$ cat config.mk
export PLATFORM = sky130hd
export DESIGN_NAME = mem_access_unit
export DESIGN_NICKNAME = d
export VERILOG_FILES = /design/src/rtl/mem_access_unit.sv
export SDC_FILE = /design/constraint.sdc
export NUM_CORES = 1
export LEC_CHECK = 0
export BUFFER_PORTS_ARGS = -buffer_cell sky130_fd_sc_hd__buf_2
export CORE_MARGIN = 1
export CORE_UTILIZATION = 41
export CTS_CLUSTER_DIAMETER = 40
export DETAILED_ROUTE_END_ITERATION = 12
export PLACE_DENSITY = 0.79
export RECOVER_POWER = 50
export SYNTH_ARGS = -nofsm -noshare
export SYNTH_HDL_FRONTEND = slang
export SYNTH_SLANG_ARGS = --single-unit
export TNS_END_PERCENT = 30
$ cat constraint.sdc
create_clock -name clk_i -period 5.5 [get_ports clk_i]
set_input_delay 1.1 -clock clk_i [delete_from_list [all_inputs] [get_ports clk_i]]
set_output_delay 1.1 -clock clk_i [all_outputs]
set_load 0.02 [all_outputs]
$ cat src/rtl/mem_access_unit.sv
// MEM-stage access unit: converts byte-addressed EX/MEM loads and stores into
// word-indexed memory accesses. Sub-word loads are extended, and sub-word
// stores are done as read-modify-write. The pipeline is held while an access
// is in flight.
module mem_access_unit #(
  parameter int unsigned MEM_LATENCY = 1,
  parameter int unsigned WORD_ADDR_W = 5
) (
  input  logic        clk_i,
  input  logic        rst_i,
  input  logic        req_valid_i,
  input  logic        req_read_i,
  input  logic        req_write_i,
  input  logic [1:0]  req_size_i,
  input  logic        req_unsigned_i,
  input  logic [31:0] req_addr_i,
  input  logic [31:0] req_wdata_i,
  output logic        stall_o,
  output logic        resp_valid_o,
  output logic [31:0] resp_rdata_o,
  output logic        misalign_o,
  output logic        mem_read_o,
  output logic        mem_write_o,
  output logic [31:0] mem_addr_o,
  output logic [31:0] mem_wdata_o,
  input  logic [31:0] mem_rdata_i
);

  localparam int unsigned CNT_W = (MEM_LATENCY > 1) ? $clog2(MEM_LATENCY) : 1;
  localparam logic [CNT_W-1:0] CNT_LOAD = CNT_W'(MEM_LATENCY - 1);

  localparam logic [1:0] SZ_BYTE = 2'b00;
  localparam logic [1:0] SZ_HALF = 2'b01;
  localparam logic [1:0] SZ_WORD = 2'b10;

  typedef enum logic [2:0] {
    S_IDLE   = 3'd0,
    S_RD     = 3'd1,
    S_WR     = 3'd2,
    S_RMW_RD = 3'd3,
    S_RMW_WR = 3'd4,
    S_DONE   = 3'd5
  } state_e;

  state_e           state_q, state_d;
  logic [CNT_W-1:0] cnt_q, cnt_d;

  // Latched request fields
  logic [1:0]  addr_lo_q, addr_lo_d;
  logic [1:0]  size_q, size_d;
  logic        uns_q, uns_d;
  logic [15:0] wdata_q, wdata_d;

  // Registered outputs
  logic [31:0] resp_rdata_q, resp_rdata_d;
  logic        resp_valid_q, resp_valid_d;
  logic        misalign_q, misalign_d;
  logic        mem_read_q, mem_read_d;
  logic        mem_write_q, mem_write_d;
  logic [31:0] mem_addr_q, mem_addr_d;
  logic [31:0] mem_wdata_q, mem_wdata_d;

  logic        accept_c;
  logic        illegal_c;
  logic        last_c;
  logic [7:0]  byte_c;
  logic [15:0] half_c;
  logic [31:0] load_ext_c;
  logic [31:0] merge_c;
  logic        unused_addr;

  // Address bits above the word index never reach the memory
  assign unused_addr = ^req_addr_i[31:WORD_ADDR_W+2];

  // Request qualification
  assign accept_c  = (state_q == S_IDLE) && req_valid_i && (req_read_i || req_write_i);
  assign illegal_c = (req_read_i && req_write_i) ||
                     (req_size_i == 2'b11) ||
                     ((req_size_i == SZ_HALF) && req_addr_i[0]) ||
                     ((req_size_i == SZ_WORD) && (req_addr_i[1:0] != 2'b00));
  assign last_c    = (cnt_q == '0);

  // Little-endian lane extraction from the returned memory word
  assign byte_c = mem_rdata_i[{addr_lo_q, 3'b000} +: 8];
  assign half_c = mem_rdata_i[{addr_lo_q[1], 4'b0000} +: 16];

  // Sign/zero extension of load data
  always_comb begin
    load_ext_c = mem_rdata_i;
    case (size_q)
      SZ_BYTE: load_ext_c = uns_q ? {24'h000000, byte_c} : {{24{byte_c[7]}}, byte_c};
      SZ_HALF: load_ext_c = uns_q ? {16'h0000, half_c}   : {{16{half_c[15]}}, half_c};
      default: load_ext_c = mem_rdata_i;
    endcase
  end

  // Merge sub-word store data into the word read back for RMW
  always_comb begin
    merge_c = mem_rdata_i;
    if (size_q == SZ_BYTE) begin
      merge_c[{addr_lo_q, 3'b000} +: 8] = wdata_q[7:0];
    end else begin
      merge_c[{addr_lo_q[1], 4'b0000} +: 16] = wdata_q[15:0];
    end
  end

  // State register
  always_ff @(posedge clk_i or posedge rst_i) begin
    if (rst_i) begin
      state_q <= S_IDLE;
      cnt_q   <= '0;
    end else begin
      state_q <= state_d;
      cnt_q   <= cnt_d;
    end
  end

  // Next-state and per-state down-counter
  always_comb begin
    state_d = state_q;
    case (state_q)
      S_IDLE: begin
        if (accept_c) begin
          if (illegal_c)                 state_d = S_DONE;
          else if (req_read_i)           state_d = S_RD;
          else if (req_size_i == SZ_WORD) state_d = S_WR;
          else                           state_d = S_RMW_RD;
        end
      end
      S_RD:     if (last_c) state_d = S_DONE;
      S_WR:     if (last_c) state_d = S_DONE;
      S_RMW_RD: if (last_c) state_d = S_RMW_WR;
      S_RMW_WR: if (last_c) state_d = S_DONE;
      S_DONE:   state_d = S_IDLE;
      default:  state_d = S_IDLE;
    endcase

    if (state_d != state_q)  cnt_d = CNT_LOAD;
    else if (!last_c)        cnt_d = cnt_q - CNT_W'(1);
    else                     cnt_d = cnt_q;
  end

  // Output and datapath next values
  always_comb begin
    addr_lo_d    = addr_lo_q;
    size_d       = size_q;
    uns_d        = uns_q;
    wdata_d      = wdata_q;
    resp_rdata_d = resp_rdata_q;
    mem_addr_d   = mem_addr_q;
    mem_wdata_d  = mem_wdata_q;
    resp_valid_d = (state_d == S_DONE);
    misalign_d   = 1'b0;
    mem_read_d   = (state_d == S_RD) || (state_d == S_RMW_RD);
    mem_write_d  = (state_d == S_WR) || (state_d == S_RMW_WR);

    if (accept_c) begin
      addr_lo_d  = req_addr_i[1:0];
      size_d     = req_size_i;
      uns_d      = req_unsigned_i;
      wdata_d    = req_wdata_i[15:0];
      mem_addr_d = 32'(req_addr_i[WORD_ADDR_W+1:2]);
      if (illegal_c) begin
        resp_rdata_d = 32'h0000_0000;
        misalign_d   = 1'b1;
      end else if (req_write_i && (req_size_i == SZ_WORD)) begin
        mem_wdata_d = req_wdata_i;
      end
    end

    if ((state_q == S_RD) && last_c)     resp_rdata_d = load_ext_c;
    if ((state_q == S_RMW_RD) && last_c) mem_wdata_d  = merge_c;
  end

  // Output and datapath registers
  always_ff @(posedge clk_i or posedge rst_i) begin
    if (rst_i) begin
      addr_lo_q    <= '0;
      size_q       <= '0;
      uns_q        <= 1'b0;
      wdata_q      <= '0;
      resp_rdata_q <= '0;
      resp_valid_q <= 1'b0;
      misalign_q   <= 1'b0;
      mem_read_q   <= 1'b0;
      mem_write_q  <= 1'b0;
      mem_addr_q   <= '0;
      mem_wdata_q  <= '0;
    end else begin
      addr_lo_q    <= addr_lo_d;
      size_q       <= size_d;
      uns_q        <= uns_d;
      wdata_q      <= wdata_d;
      resp_rdata_q <= resp_rdata_d;
      resp_valid_q <= resp_valid_d;
      misalign_q   <= misalign_d;
      mem_read_q   <= mem_read_d;
      mem_write_q  <= mem_write_d;
      mem_addr_q   <= mem_addr_d;
      mem_wdata_q  <= mem_wdata_d;
    end
  end

  // Stall is combinational so the accept cycle already freezes the pipeline
  assign stall_o = (state_q == S_IDLE) ? accept_c : (state_q != S_DONE);

  assign resp_valid_o = resp_valid_q;
  assign resp_rdata_o = resp_rdata_q;
  assign misalign_o   = misalign_q;
  assign mem_read_o   = mem_read_q;
  assign mem_write_o  = mem_write_q;
  assign mem_addr_o   = mem_addr_q;
  assign mem_wdata_o  = mem_wdata_q;

endmodule
# After elaboration in Yosys (flattened, before gate mapping)
# Index checks and enable logic that the tools add are counted.
dict set report totals {
  reg_bits 98
  latchBits 0
  ramBits 0
  mem_bits_ro 0
  inputBits 104
  out_inout_bits 101
  word_cells 88
  n_memories 0
}
dict set report op_classes {
  n_addsub 3
  mul 0
  div_mod_pow 0
  n_lt_le_gt_ge 0
  n_eq_ne 16
  n_shift 6
  muxes 25
  bitwise 1
  reduce_logical 24
}
# cell count
set ops {}
lappend ops {{32-bit two-way mux} 10}
lappend ops {{32-bit bitwise mux} 2}
lappend ops {{32-bit one-hot mux with 2 select lines} 1}
lappend ops {{16-bit by 7-bit variable shift with 32-bit output, first input constant} 1}
lappend ops {{8-bit by 7-bit variable shift with 32-bit output, first input constant} 1}
lappend ops {{16-bit by 7-bit variable part select with 32-bit output} 1}
lappend ops {{32-bit by 6-bit variable part select with 16-bit output} 1}
lappend ops {{32-bit by 6-bit variable part select with 8-bit output} 1}
lappend ops {{8-bit by 7-bit variable part select with 32-bit output} 1}
lappend ops {{5-bit negator with 7-bit output} 2}
lappend ops {{3-bit by 2-bit == test with 1-bit output, second input constant} 4}
lappend ops {{3-bit two-way mux} 4}
lappend ops {{2-bit nonzero test} 5}
lappend ops {{3-bit == test, second input constant} 3}
lappend ops {{3-bit one-hot mux with 3 select lines} 1}
lappend ops {{1-bit logical AND} 8}
lappend ops {{3-bit by 1-bit == test with 1-bit output, second input constant} 2}
lappend ops {{1-bit logical OR} 6}
lappend ops {{1-bit two-way mux} 6}
lappend ops {{2-bit by 1-bit == test with 1-bit output, second input constant} 2}
lappend ops {{2-bit == test, second input constant} 2}
lappend ops {{3-bit zero test} 1}
lappend ops {{3-bit != test} 1}
lappend ops {{3-bit != test, second input constant} 1}
lappend ops {{8 further kinds} 8}

# Longest topological paths before layout
# Gate-level depths: netlist of run 1.
dict set report logic_depth {
  word_depth 9
  mapped_depth 8
  mapped_depth_nobuf 6
}

# Worst setup path after synthesis of run 1
# Ideal clock, no wire load.
dict set report synth_timing {
  kind {input to output}
  from {input port req_valid_i}
  to {output port stall_o}
  arrival_time_ns 2.172
  required_time_ns 4.400
  slack_ns 2.228
  path_stages 3
  path_buffers 1
  path_cell_list {or4b_1 > buf_2 > o21ai_0}
}
dict set report synth_between {
  elab_chain_len 3
}
# item line_no
set synth_rtl {}
lappend synth_rtl {{start, declared} 11} ;# input logic req_valid_i,
lappend synth_rtl {{1-bit logical AND (2 in a row)} 76} ;# assign accept_c = (state_q == S_IDLE) && req_valid_i && (req_read_i || req_write_i);
lappend synth_rtl {{1-bit two-way mux} 205} ;# assign stall_o = (state_q == S_IDLE) ? accept_c : (state_q != S_DONE);
lappend synth_rtl {{end, declared} 18} ;# output logic stall_o,
# Every way passes these cells.

# Final worst setup path of run 1
# Same ends and word-level chain as after synthesis.

==> results of run 1 <==
[metal layers]
metal / vias up / part of all wire (%)
met3: 22 / 7.4
met2: 200 / 46
li1: 2057 / -
met1: 2183 / 45
met4: 2 / 1.8
met5: - / 0.088
[cell usage after synthesis, types with 2 or more instances]
library cell | n | area (um2)
buf_2 | 3 | 15.0
a221o_1 | 16 | 160
nand2b_1 | 2 | 12.5
clkbuf_1 | 28 | 105
buf_4 | 27 | 203
nand2_1 | 20 | 75.1
ha_1 | 5 | 62.6
buf_1 | 2 | 7.51
o211ai_1 | 2 | 15.0
mux2_2 | 27 | 304
a211oi_1 | 15 | 113
a21oi_1 | 35 | 175
a21o_1 | 10 | 75.1
mux2i_1 | 47 | 470
a221oi_1 | 26 | 228
o21ai_0 | 11 | 55.1
a32o_1 | 4 | 40.0
o2bb2ai_1 | 8 | 70.1
dfrtp_1 | 97 | 2430
a22o_1 | 12 | 105
nand3b_1 | 2 | 15.0
a222oi_1 | 7 | 70.1
inv_1 | 18 | 67.6
nor3_1 | 4 | 20.0
nor3b_1 | 4 | 30.0
nor2_1 | 18 | 67.6
o22ai_1 | 5 | 31.3
buf_6 | 4 | 45.0
[metrics by stage]
stage	cells	util (%)	setup slack, ns
after global placement	777	48.1	2.27
after global routing	793	50.1	2.04
after floorplan	510	-	1.87
final	793	50.1	2.27
after CTS	793	50.7	2.25
after detailed placement	777	48.1	2.26
[power by group]
group / internal [uW] / switching (uW) / total [uW] / leakage, uW
Combinational: 662 / 1070 / 1730 / 0.00145
Sequential: 1030 / 264 / 1290 / 0.00121
Clock: 412 / 277 / 688 / 0.000155
Total: 2100 / 1610 / 3720 / 0.00281
[logic make-up after synthesis]
| logic type | Yosys count |
|---|---|
| AOI/OAI and AO/OA | 160 |
| and+or+nand+nor | 61 |
| adders and majority gates | 5 |
| buffers and inverters | 84 |
| DFF | 97 |
| muxes | 75 |
| xor gates and xnor gates | 1 |
| other | 1 |
[area by class of cell]
type,count,area (um2)
Multi-Input combinational cell,329,2530
Tap cell,172,215
Inverter,19,72.6
Sequential cell,97,2430
Clock buffer,10,239
Timing Repair Buffer,160,746
Fill cell,1217,6300
Clock inverter,6,88.8
[sequential cells by signal (all words and copies together) (netlist names)]
signal	count
addr_lo_q	2
misalign_o	1
uns_q	1
mem_addr_o	5
mem_read_o	1
mem_wdata_o	32
mem_write_o	1
resp_rdata_o	32
size_q	2
wdata_q	16
state_q	3
resp_valid_o	1
[worst max-delay path by stage]
stage                 from         endpoint  slack [ns]
6_report       req_valid_i          stall_o        2.27
5_1_grt              rst_i  mem_wdata_o[10]        2.04
2_1_floorplan        rst_i     addr_lo_q[0]        1.87
3_5_place_dp   req_valid_i          stall_o        2.26
3_3_place_gp   req_valid_i          stall_o        2.27
4_1_cts        req_valid_i          stall_o        2.25
[worst max-delay path, stage by stage]
cell	delay, ns
buf_2	0.08
or4b_1	0.57
o21ai_0	0.20
buf_2	0.18
==> impl_metrics.py, run 1 <==
metrics = {
    "run_status": {
        "status": "finished, violations left",
        "violations": "capacitance limit, slew limit",
    },
    "routing": {
        "num_vias": 4464,
        "drc": 0,
        "ant_nets": 0,
        "dr.pass1.iters": 6,
        "wl_mm": 14.8,
        "via_per_inst": 5.63,
        "drt-initial-drc-count": 419,
        "wl_per_cell_um": 18.6,
    },
    "timing": {
        "rsz0062_at_grt": "false",
        "setup_viol": 0,
        "final.hold.worst_slack_ns": 0.482,
        "fmax_mhz": 309,
        "worst_pin_slew_ns": 2.90,
        "fin_skew_ns": 0.00795,
        "fin_crit_ns": 3.23,
        "relSlewSlack_pct": -94.4,
        "hold_violations": 0,
        "min_period_over_period_pct": 58.8,
        "fin_tns_setup_ns": 0,
        "finalMaxSlewViolations": 68,
    },
    "critical_path": {
        "cp_max_fo": 5,
        "reg2reg_slack_ns": 2.61,
        "r2r_start": "size_q[1]",
        "r2r_cells": 4,
        "path_class": "input pin to output pin",
        "timing.rr.end": "mem_wdata_o[22]",
        "worstPathRequired_ns": 4.40,
        "arrival_ns": 2.13,
        "start_kind": "input pin",
        "cp-end-kind": "output pin",
    },
    "worst_hold_path": {
        "worst_hold_path.num_cells": 1,
        "min_to": "resp_rdata_o[14]",
        "min-delay-path-class": "flip-flop to flip-flop",
        "worstHoldStart": "resp_rdata_o[14]",
    },
    "place": {
        "io_buffer_count": 152,
        "routabilityCongestion": 0.878,
        "placed_area_mm2": 0.00607,
        "post-dp-hpwl_mm": 11.0,
    },
    "synthesis": {
        "async_flop_share_pct": 100,
        "synthesis.area_mm2": 0.00530,
        "synth_compound_area_share_pct": 23.3,
        "synth_seq_cells": 97,
        "synthSimpleGateAreaFrac_pct": 5.91,
        "ys.flop_type": "dfrtp_1",
        "syn_inst": 484,
        "synth_fa_ha_area_share_pct": 1.18,
        "synth_top_family_by_area": "compound AO/OA/AOI/OAI gates",
        "synth_edf_count": 0,
        "synth_cell_type_count": 53,
        "synth-xor-area-share_pct": 0.165,
        "seq_area_frac_synth_pct": 45.8,
        "yosysWarningCount": 0,
        "synth.mux.area_fraction_pct": 15.1,
        "avgSynthCellArea_um2": 10.9,
    },
    "finish": {
        "final_cell_mix": "97 x dfrtp_1, 92 x buf_2, 60 x clkbuf_1",
        "drive_above_1_share_pct": 24.6,
        "antennaDiodeCount": 0,
        "layout_commonest_cell": "dfrtp_1",
        "areaGrowthSynthToFinish_pct": 19.4,
        "layout.nets": 725,
        "fin_area_mm2": 0.00632,
    },
    "floorplanning": {
        "core_area_mm2": 0.0126,
        "dieArea_mm2": 0.0134,
        "die_h_um": 116,
        "num_io_pins": 205,
        "start_util_pct": 42.0,
        "rows": 41,
        "die_width_um": 116,
    },
    "global_routing": {
        "grt_start_max_net_pins": 68,
        "track_usage_pct": 22.8,
        "overflow": 0,
        "antenna_found_initial": 1,
        "grt_pass1_wl_mm": 23.0,
        "met3_usage_pct": 5.75,
        "busiest_layer": "met2",
        "use_met1_pct": 31.0,
        "grt_pass1_vias": 4267,
        "met2_usage_pct": 35.7,
    },
    "power": {
        "finalPower_uw": 3720,
        "peakVddDrop_v": 0.000334,
        "power_density_mw_per_mm2": 588,
        "p_leak_uw": 0.00281,
    },
    "clock_network": {
        "clk_latency_ns": 0.35,
        "cts_resized": 0,
        "cts_setup_buffers": 0,
        "cts.sinks": 97,
        "h-tree-depth": 3,
        "clk_pin_slew_ns": 0.07,
        "cts_tree": "built",
        "cts_buffers": 9,
        "cts_root_buffer": "clkbuf_16",
        "clock_path_buffers": 2,
        "hold_buffers": 0,
    },
    "run": {
        "maxCapViolCount": 1,
    },
}
Power figures use the tool's default switching activity.
==> run 2, diff against run 1 <==
- clock period: 5.5 -> 3.1 ns (I/O delays scaled with it)
==> run 2 against run 1 <==
Against the previous run:
- the run still ends with capacitance limit, slew limit left
- utilization increased by 0.72 points
- final area increased by 1.4%
- final cell count increased by 0.88%
- via count increased by 2.3%
- first-iteration DRC count increased by 18%
- clock-buffer cell count increased by 2
- sequential power increased by 74%
- register-to-register slack got worse by 1.9 ns
- flip-flop and latch count unchanged
- critical path type is now flip-flop to output pin
- highest routed layer is now met4
- sequential share of layout area decreased by 0.55 points
- largest cell class unchanged
==> impl_metrics.py, run 2 (same netlist as run 1, synthesis figures left out) <==
metrics = {
    "clock_network": {
        "cts.sinks": 97,
        "cts_setup_buffers": 0,
        "cts_tree": "built",
        "clock_path_buffers": 2,
        "cts_buffers": 9,
        "clk_latency_ns": 0.36,
        "clk_pin_slew_ns": 0.07,
        "cts_resized": 0,
        "h-tree-depth": 3,
        "cts_root_buffer": "clkbuf_16",
        "hold_buffers": 0,
    },
    "power": {
        "p_seq_share_pct": 33.8,
        "intPower_uw": 3770,
        "p_sw_uw": 2850,
        "p_leak_uw": 0.00294,
        "swShare_pct": 43.0,
        "clockPowerShare_pct": 17.6,
        "power_density_mw_per_mm2": 1030,
        "pwr-share-comb_pct": 48.6,
        "finalPower_uw": 6630,
        "peakVddDrop_v": 0.000490,
    },
    "place": {
        "placed_area_mm2": 0.00615,
        "post-dp-hpwl_mm": 11.2,
        "routabilityCongestion": 0.881,
        "io_buffer_count": 152,
    },
    "finish": {
        "antennaDiodeCount": 0,
        "drive_above_1_share_pct": 29.1,
        "areaGrowthSynthToFinish_pct": 21.1,
        "layout.nets": 732,
        "final_cell_mix": "116 x buf_2, 97 x dfrtp_1, 47 x mux2i_1",
        "layout_commonest_cell": "buf_2",
        "fin_area_mm2": 0.00641,
    },
    "global_routing": {
        "overflow": 0,
        "grt_start_max_net_pins": 62,
        "antenna_found_initial": 0,
        "track_usage_pct": 23.2,
        "grt_pass1_vias": 4280,
        "grt_pass1_wl_mm": 23.3,
    },
    "critical_path": {
        "cp-end-kind": "output pin",
        "cp_max_fo": 8,
        "start_kind": "flip-flop",
        "worstPathRequired_ns": 2.48,
        "path_class": "flip-flop to output pin",
        "arrival_ns": 1.85,
    },
    "floorplanning": {
        "rows": 41,
        "core_area_mm2": 0.0126,
        "dieArea_mm2": 0.0134,
        "start_util_pct": 42.0,
        "die_h_um": 116,
        "num_io_pins": 205,
        "die_width_um": 116,
    },
    "run_status": {
        "status": "finished, violations left",
        "violations": "capacitance limit, slew limit",
    },
    "routing": {
        "wl_mm": 15.1,
        "ant_nets": 0,
        "wl_per_cell_um": 18.9,
        "dr.pass1.iters": 7,
        "drt-met1-wl_mm": 6.86,
        "num_vias": 4566,
        "via_per_inst": 5.71,
        "wl_met2_mm": 6.71,
        "drc": 0,
        "drt-initial-drc-count": 496,
        "highest_layer": "met4",
        "dr_wl_met3_mm": 1.24,
    },
    "worst_hold_path": {
        "min-delay-path-class": "flip-flop to flip-flop",
    },
    "timing": {
        "worst_pin_slew_ns": 1.71,
        "fin_skew_ns": 0.00909,
        "setup_viol": 0,
        "fin_tns_setup_ns": 0,
        "fmax_mhz": 404,
        "finalMaxSlewViolations": 36,
        "fin_crit_ns": 2.47,
        "rsz0062_at_grt": "false",
        "relSlewSlack_pct": -14.7,
        "hold_violations": 0,
        "min_period_over_period_pct": 79.8,
    },
    "run": {
        "maxCapViolCount": 1,
    },
}
[run 2: cell types whose count changed in the layout (fill, tap and decap cells not counted)]
cell	previous run	this run
clkbuf_1	60	37
buf_2	92	116
buf_12	0	2
clkinv_2	1	2
clkinvlp_4	2	0
clkbuf_8	1	3
buf_4	8	12
bufinv_16	2	1
[run 2: critical path, stage by stage (launching register included)]
cell and delay, ns:
dfrtp_1 0.44, or4b_1 0.69, o21ai_0 0.19, buf_2 0.18
[run 2: path summary, 6_finish.rpt]
path | start | slack, ns | end | cells past startpoint
max | state_q[1] | 0.63 | stall_o | 3
min | resp_rdata_o[10] | 0.48 | resp_rdata_o[10] | 1
max reg2reg | addr_lo_q[1] | 0.72 | mem_wdata_o[11] | 6
min reg2reg | resp_rdata_o[10] | 0.48 | resp_rdata_o[10] | 1
max in group asynchronous | rst_i | 1.01 | size_q[0] | 3
min in group asynchronous | rst_i | 0.68 | mem_wdata_o[31] | 2
[run 2: area by class of cell]
cell class / count / area (um2)
clock buffers: 12 / 267
clock inverters: 4 / 48.8
fillers: 1182 / 6210
inverters: 19 / 72.6
multi-input cells: 329 / 2530
flip-flops and latches: 97 / 2430
well taps: 172 / 215
repair buffers: 167 / 850
[run 2: through the flow]
step / std cells / hold slack, ns / worst slack (ns) / util (%)
2_1_floorplan: 510 / 0.502 / 0.788 / -
3_3_place_gp: 784 / 0.458 / 0.652 / 48.7
3_5_place_dp: 784 / 0.465 / 0.580 / 48.7
4_1_cts: 800 / 0.439 / 0.609 / 51.2
5_1_grt: 800 / 0.499 / 0.560 / 50.8
6_report: 800 / 0.476 / 0.627 / 50.8
[run 2: per-layer routing]
metal | global-route usage [%] | up-vias
met1 | 32.6 | 2219
met2 | 34.7 | 244
met5 | 0 | -
met3 | 5.70 | 26
met4 | 8.46 | 0
li1 | - | 2077
[run 2: power by group through the flow]
stage	combinational (uW)	sequential (uW)	clock (uW)
2_1_floorplan	1880	2630	0
3_5_place_dp	3250	2240	0
3_3_place_gp	3160	2220	0
5_1_grt	3500	2310	1250
4_1_cts	3270	2230	1200
6_report	3220	2240	1170
